$ cat config.mk
export PLATFORM = sky130hd
export DESIGN_NAME = alu_issue_stage
export DESIGN_NICKNAME = d
export VERILOG_FILES = /design/src/rtl/alu_issue_stage.sv
export SDC_FILE = /design/constraint.sdc
export NUM_CORES = 1
export LEC_CHECK = 0
export ABC_AREA = 1
export CAP_MARGIN = 20
export CORE_MARGIN = 4
export CORE_UTILIZATION = 46
export DETAILED_ROUTE_END_ITERATION = 6
export PLACE_DENSITY = 0.95
export SLEW_MARGIN = 40
export SYNTH_ARGS = -nofsm -noshare
export SYNTH_HDL_FRONTEND = slang
export SYNTH_SLANG_ARGS = --single-unit
$ cat constraint.sdc
create_clock -name clk -period 11.6 [get_ports clk]
set_input_delay 3.48 -clock clk [delete_from_list [all_inputs] [get_ports clk]]
set_output_delay 3.48 -clock clk [all_outputs]
set_load 0.05 [all_outputs]
$ cat src/rtl/alu_issue_stage.sv
// RV32I decode-and-issue stage: decodes the instruction, builds ALU operands and
// registers them into the ID/EX pipeline register that drives the ALU directly.

package alu_issue_pkg;
    typedef enum logic [3:0] {
        ALU_ADD  = 4'd0,
        ALU_SUB  = 4'd1,
        ALU_SLL  = 4'd2,
        ALU_SLT  = 4'd3,
        ALU_SLTU = 4'd4,
        ALU_XOR  = 4'd5,
        ALU_SRL  = 4'd6,
        ALU_SRA  = 4'd7,
        ALU_OR   = 4'd8,
        ALU_AND  = 4'd9
    } alu_op_t;
endpackage

module alu_issue_stage
    import alu_issue_pkg::*;
#(
    parameter int XLEN = 32
) (
    input  logic            clk,
    input  logic            rst,
    input  logic            in_valid,
    input  logic            stall,
    input  logic            flush,
    input  logic [31:0]     instr,
    input  logic [XLEN-1:0] pc,
    input  logic [XLEN-1:0] rs1_data,
    input  logic [XLEN-1:0] rs2_data,
    output logic            ex_valid,
    output logic [XLEN-1:0] ex_a,
    output logic [XLEN-1:0] ex_b,
    output alu_op_t         ex_alu_op,
    output logic [4:0]      ex_rd,
    output logic            ex_reg_write,
    output logic            ex_illegal,
    output logic [XLEN-1:0] ex_pc
);

    localparam logic [6:0] OPC_OP     = 7'b0110011;
    localparam logic [6:0] OPC_OP_IMM = 7'b0010011;
    localparam logic [6:0] OPC_LUI    = 7'b0110111;
    localparam logic [6:0] OPC_AUIPC  = 7'b0010111;
    localparam logic [6:0] OPC_LOAD   = 7'b0000011;
    localparam logic [6:0] OPC_STORE  = 7'b0100011;
    localparam logic [6:0] OPC_BRANCH = 7'b1100011;
    localparam logic [6:0] OPC_JAL    = 7'b1101111;
    localparam logic [6:0] OPC_JALR   = 7'b1100111;

    localparam logic [6:0] F7_BASE = 7'b0000000;
    localparam logic [6:0] F7_ALT  = 7'b0100000;

    logic [6:0]      opcode;
    logic [2:0]      funct3;
    logic [6:0]      funct7;
    logic [4:0]      rd;
    logic [XLEN-1:0] imm_i;
    logic [XLEN-1:0] imm_s;
    logic [XLEN-1:0] imm_u;

    logic [XLEN-1:0] dec_a;
    logic [XLEN-1:0] dec_b;
    alu_op_t         dec_op;
    logic            dec_wb;
    logic            dec_legal;

    assign opcode = instr[6:0];
    assign funct3 = instr[14:12];
    assign funct7 = instr[31:25];
    assign rd     = instr[11:7];

    // Size casts of signed values sign-extend to XLEN from instr[31].
    assign imm_i = XLEN'($signed(instr[31:20]));
    assign imm_s = XLEN'($signed({instr[31:25], instr[11:7]}));
    assign imm_u = XLEN'($signed({instr[31:12], 12'b0}));

    function automatic alu_op_t funct3_op(input logic [2:0] f3);
        case (f3)
            3'b000:  return ALU_ADD;
            3'b001:  return ALU_SLL;
            3'b010:  return ALU_SLT;
            3'b011:  return ALU_SLTU;
            3'b100:  return ALU_XOR;
            3'b101:  return ALU_SRL;
            3'b110:  return ALU_OR;
            default: return ALU_AND;
        endcase
    endfunction

    always_comb begin
        dec_a     = '0;
        dec_b     = '0;
        dec_op    = ALU_ADD;
        dec_wb    = 1'b0;
        dec_legal = 1'b1;

        case (opcode)
            OPC_OP: begin
                dec_a  = rs1_data;
                dec_b  = rs2_data;
                dec_wb = 1'b1;
                dec_op = funct3_op(funct3);
                if (funct7 == F7_ALT && funct3 == 3'b000) begin
                    dec_op = ALU_SUB;
                end else if (funct7 == F7_ALT && funct3 == 3'b101) begin
                    dec_op = ALU_SRA;
                end else if (funct7 != F7_BASE) begin
                    dec_legal = 1'b0;
                end
            end
            OPC_OP_IMM: begin
                dec_a  = rs1_data;
                dec_b  = imm_i;
                dec_wb = 1'b1;
                dec_op = funct3_op(funct3);
                if (funct3 == 3'b001 && funct7 != F7_BASE) begin
                    dec_legal = 1'b0;
                end else if (funct3 == 3'b101) begin
                    if (funct7 == F7_ALT) begin
                        dec_op = ALU_SRA;
                    end else if (funct7 != F7_BASE) begin
                        dec_legal = 1'b0;
                    end
                end
            end
            OPC_LUI: begin
                dec_b  = imm_u;
                dec_wb = 1'b1;
            end
            OPC_AUIPC: begin
                dec_a  = pc;
                dec_b  = imm_u;
                dec_wb = 1'b1;
            end
            OPC_LOAD: begin
                dec_a  = rs1_data;
                dec_b  = imm_i;
                dec_wb = 1'b1;
            end
            OPC_STORE: begin
                dec_a = rs1_data;
                dec_b = imm_s;
            end
            OPC_BRANCH: begin
                dec_a = rs1_data;
                dec_b = rs2_data;
                case (funct3[2:1])
                    2'b00:   dec_op = ALU_SUB;
                    2'b10:   dec_op = ALU_SLT;
                    2'b11:   dec_op = ALU_SLTU;
                    default: dec_legal = 1'b0;
                endcase
            end
            OPC_JAL, OPC_JALR: begin
                dec_a  = pc;
                dec_b  = XLEN'(4);
                dec_wb = 1'b1;
            end
            default: dec_legal = 1'b0;
        endcase

        // Illegal encodings issue a harmless ADD of zeros and never write back.
        if (!dec_legal) begin
            dec_a  = '0;
            dec_b  = '0;
            dec_op = ALU_ADD;
            dec_wb = 1'b0;
        end
        if (rd == 5'd0) begin
            dec_wb = 1'b0;
        end
    end

    always_ff @(posedge clk or posedge rst) begin
        if (rst) begin
            ex_valid     <= 1'b0;
            ex_a         <= '0;
            ex_b         <= '0;
            ex_alu_op    <= ALU_ADD;
            ex_rd        <= '0;
            ex_reg_write <= 1'b0;
            ex_illegal   <= 1'b0;
            ex_pc        <= '0;
        end else if (flush || (!stall && !in_valid)) begin
            ex_valid     <= 1'b0;
            ex_a         <= '0;
            ex_b         <= '0;
            ex_alu_op    <= ALU_ADD;
            ex_rd        <= '0;
            ex_reg_write <= 1'b0;
            ex_illegal   <= 1'b0;
            ex_pc        <= '0;
        end else if (!stall) begin
            ex_valid     <= 1'b1;
            ex_a         <= dec_a;
            ex_b         <= dec_b;
            ex_alu_op    <= dec_op;
            ex_rd        <= rd;
            ex_reg_write <= dec_wb;
            ex_illegal   <= !dec_legal;
            ex_pc        <= pc;
        end
    end

endmodule

Yosys cells after proc, flatten, opt, wreduce, memory -nomap -nowiden
Cells that the tools add are included.
{ "totals": {"wordCells": 88, "reg_bits": 108} }
{ "op_classes": {"muxes": 40, "n_eq_ne": 19, "n_reduce_logical": 21} }
{ "op_table": {"columns": ["op", "n"], "rows": [
  ["2-to-1 mux 32 bit", 8],
  ["case mux 32 bit (5 select lines)", 1],
  ["case mux 32 bit (2 select lines)", 1],
  ["2-to-1 mux 4 bit", 8],
  ["equality test 7 x 6 -> 1 bit (second input constant)", 4],
  ["case mux 4 bit (7 select lines)", 1],
  ["equality test 7 bit (second input constant)", 3],
  ["2-to-1 mux 1 bit", 16],
  ["equality test 7 x 5 -> 1 bit (second input constant)", 2],
  ["case mux 4 bit (3 select lines)", 1],
  ["2-to-1 mux 5 bit", 2],
  ["equality test 3 bit (second input constant)", 3],
  ["case mux 3 bit (3 select lines)", 1],
  ["OR reduction 2 bit", 4],
  ["equality test 7 x 2 -> 1 bit (second input constant)", 1],
  ["nonzero test 7 bit", 1],
  ["OR reduction 7 bit", 1],
  ["equality test 3 x 2 -> 1 bit (second input constant)", 2],
  ["OR reduction 3 bit", 2],
  ["OR reduction 6 bit", 1],
  ["logical NOT 5 bit", 1],
  ["OR reduction 5 bit", 1],
  ["equality test 2 bit (second input constant)", 2],
  ["logical AND 1 bit", 4],
  ["7 further kinds", 9]
]} }

Logic depth before layout (Yosys ltp)
{ "depth": {"word_depth": 10, "mapped_depth": 12} }

Least setup slack after synthesis
No wires, ideal clock.
{ "synth_path": {"path_type": "input port to flip-flop", "startpoint": "in instr[1]", "endpoint": "reg ex_a[0]", "path_buffers": 1, "arrival_ps": 4463, "cell_stages": 9, "path_slack_ps": 7019, "required_time_ps": 11482, "path_cell_list": "nand2_2 -> inv_2 -> nand2_1 -> nor2_4 -> a21oi_2 -> clkbuf_1 -> o21ai_0 -> nand3_1 -> nand2_1"} }
{ "synth_between": {"elab_chain_len": 6} }
{ "synth_lines": {"columns": ["item", "line_no", "source"], "rows": [
  ["start: declaration", "29", "input logic [31:0] instr,"],
  ["equality test 7 bit, or another cell as far along", "100", "case (opcode)"],
  ["OR reduction 6 bit (no line), or another cell as far along", null, null],
  ["case mux 1 bit (4 select lines) / case mux 32 bit (2 select lines) (equally long branches)", "100", null],
  ["2-to-1 mux 32 bit (*)", "166", "if (!dec_legal) begin"],
  ["2-to-1 mux 32 bit (*)", "196", "end else if (!stall) begin"],
  ["2-to-1 mux 32 bit (*)", "187", "end else if (flush || (!stall && !in_valid)) begin"],
  ["end signal: assignment", "180", "ex_a <= '0;"],
  ["end signal: assignment", "189", "ex_a <= '0;"],
  ["end signal: assignment", "198", "ex_a <= dec_a;"],
  ["end: declaration", "34", "output logic [XLEN-1:0] ex_a,"]
]} }
Every way passes the cells marked *; elsewhere a longest branch is shown, timed or not. The select of a mux whose other input is x is not followed.
A chain may end at the register's enable or synchronous reset.

Final worst setup path
{ "layout_path": {"startpoint": "in instr[4]", "endpoint": "reg ex_alu_op[1]"} }
{ "layout_between": {"elab_chain_len": 6} }
{ "layout_lines": {"columns": ["item", "line_no", "source"], "rows": [
  ["equality test 7 bit, or another cell as far along", "100", null],
  ["OR reduction 6 bit (no line)", null, null],
  ["case mux 1 bit (4 select lines)", "100", null],
  ["2-to-1 mux 4 bit (*)", "166", null],
  ["2-to-1 mux 4 bit (*)", "196", null],
  ["2-to-1 mux 4 bit (*)", "187", null],
  ["end signal: assignment", "200", "ex_alu_op <= dec_op;"],
  ["end: declaration", "36", "output alu_op_t ex_alu_op,"]
]} }
Marks and branches as above.

==> run summary <==
area of the multi-input gates - 2350 µm²
Rel. slew slack - 47.8%
DP Wirelength - 13,400 µm
setup violators final - 0
syn nets - 875
fillers - 916
Critical Path Source Type - input port
DR vias/cell - 5.25
CP max FO - 38
Placer Congestion - 0.902
Pwr Density - 99.4 nW/µm²
max-slew violations - 0
status - finished, final reports clean
Post-synth EDFFs - 0
critical path cell sequence - clkdlybuf4s50_1 > inv_1 > nand3_1 > inv_1 > nand2_2 > a21oi_1 > nor2_1 > nand3_2 > buf_4 > nand3_1 > nand2_1
Final Hold Vio Count - 0
fin util - 71.0%
Top FF cell, synth - dfrtp_1
CTS sink count - 108
fmax - 175 MHz
GRT Residual Overflow - 0
nets@finish - 1,092
critical path class - input port to register
vias in the first global route - 5,676
Final Instance Area - 8180 µm²
first-pass GRT wire length - 28,600 µm
Clock power frac - 35.9%
wire per inst - 16.7 µm
Critical Path Sink Type - register
sw frac - 27.6%
Hold Buf Count CTS - 0
synthesis-to-finish area growth - 50.3%
WL final - 18,500 µm
Critical Path RT - 11.83 ns
share of layout cells above drive strength 1 - 4.57%
pin count of the biggest net entering global routing - 108
Final period util - 49.3%
DR pass1 iterations - 5
Tot Pwr - 813 µW
clk slew on worst S/H paths - 0.07 ns
Sum Neg Setup Slack - 0 ns
slowest stage delay, CP - 0.59 ns
post-CTS resize count - 0
Sw Pwr - 224 µW
R2R Setup Slk - 10.89 ns
WP data arrival - 5.94 ns
cells on worst reg2reg path - 2
crit path time final - 5.72 ns
die area - 13,600 µm²
unrepaired setup endpoints after global routing - false
Vias - 5,807
Initial Utilization - 47.3%
most common cell after layout, fill and taps aside - nand2_1
hold path startpoint - ex_b[3]
drt drc - 0
P_int - 589 µW
core area - 11,500 µm²
max cap viols - 0
sequential share of the synthesized area - 49.7%
CTS tree - yes
ANT nets after route - 0
die width - 117 µm
Worst Hold Depth - 2
TritonCTS Buffers - 9
post-synthesis cell area - 5440 µm²
async set or reset register ratio after synthesis - 100%
diode count - 0
H-tree Lvls - 3
Reg power frac - 47.5%
1st-iter DRT viols - 606
placed inst area - 7900 µm²
antenna violations before repair - 0
Slew @ Worst Pin - 0.784 ns
maximum vdd drop - 60.8 µV
Rows - 39
Seq. cell area - 2700 µm²
Synth cell types - 27
Final WS setup - 5.88 ns
IO buf count - 240
Leak Pwr - 0.00401 µW
crit path from - instr[4]
worst reg2reg startpoint - ex_pc[23]
Comb pwr share - 16.5%
Die Y - 117 µm
#FFs+latches synth - 108
Worst Hold Class - register to register
Mean Syn Cell Area - 7.34 µm²
Hold EP - ex_b[3]
r2r endpoint - ex_pc[23]
worst-skew pair later-pin latency - 0.34 ns
Setup Fix Bufs, Post-CTS - 0
most frequent cells in the layout - 308 x nand2_1, 240 x clkdlybuf4s50_1, 108 x dfrtp_1
CTS root buf - clkbuf_16
Max Clock Skew - 0 ns
setup slack after placement - 5.56 ns
GRT Total Usage - 26.6%
IO Pins - 241
Synth Warn # - 0
Post-Synthesis Cells - 742
Worst path slowest cell - clkdlybuf4s50_1
clk buf depth - 2
-- synthesized netlist by cell type, types with 2 or more instances --
library cell	n	area (µm²)
a21oi_1	2	10.0
buf_1	3	11.3
buf_2	14	70.1
buf_4	4	30.0
clkbuf_1	18	67.6
dfrtp_1	108	2700
inv_1	50	188
inv_2	6	22.5
nand2_1	308	1160
nand2_2	6	37.5
nand3_1	93	465
nand3_2	2	20.0
nand4_1	3	18.8
nor2_1	33	124
nor3_1	2	10.0
o211ai_1	5	37.5
o21ai_0	59	295
o21ai_1	16	80.1
o21bai_1	2	15.0
-- cell type report --
| cell class | instances | area share (%) |
|---|---|---|
| flip-flops and latches | 108 | 33.0 |
| repair buffers | 246 | 30.0 |
| multi-input cells | 537 | 28.7 |
| clock buffers | 9 | 2.75 |
| inverters | 57 | 2.68 |
| well taps | 143 | 2.19 |
| clock inverters | 6 | 0.597 |
-- cell families after synthesis --
kind of cell / synth area share [%]
simple gates: 34.6
buf+inv: 7.47
flops: 49.7
compound gates: 8.32
-- worst max-delay path, delay by kind of cell --
| kind | cells | cell delay, ns |
|---|---|---|
| compound gates | 1 | 0.07 |
| simple gates | 6 | 1.12 |
| buf+inv | 4 | 1.28 |
-- power by group through the flow --
stage               sequential, µW  combinational (µW)  clock [µW]
CTS                            386                 134         295
global route                   387                 144         308
floorplan                      418                36.1           0
global placement               394                 132           0
detailed placement             394                 134           0
finish                         386                 134         292
-- routing by layer --
layer / vias up / share of wire (%) / wire length, µm / global-route usage (%)
met5: - / 0 / 0 / 0
met2: 262 / 48 / 8930 / 44.1
li1: 2780 / - / - / -
met4: 0 / 3.2 / 586 / 10.0
met1: 2721 / 42 / 7760 / 35.8
met3: 44 / 6.4 / 1180 / 3.55
-- state kept, by name, summed over array words and instances, names as in the netlist --
name          count
ex_a             32
ex_b             32
ex_pc            32
ex_rd             5
ex_alu_op         4
ex_illegal        1
ex_reg_write      1
ex_valid          1
-- worst max path at each step --
stage / cells after the start / endpoint
2_1_floorplan: 1 / ex_a[0]
3_3_place_gp: 11 / ex_b[13]
3_5_place_dp: 11 / ex_alu_op[1]
4_1_cts: 11 / ex_alu_op[1]
5_1_grt: 11 / ex_a[30]
6_report: 11 / ex_alu_op[1]
-- per-stage QoR --
step	cells	hold WS, ns
after floorplan	742	0.760
after global placement	1091	0.461
after detailed placement	1091	0.465
after CTS	1106	0.484
after global routing	1106	0.495
final	1106	0.484
No activity file was read; power rests on OpenSTA's default activity.
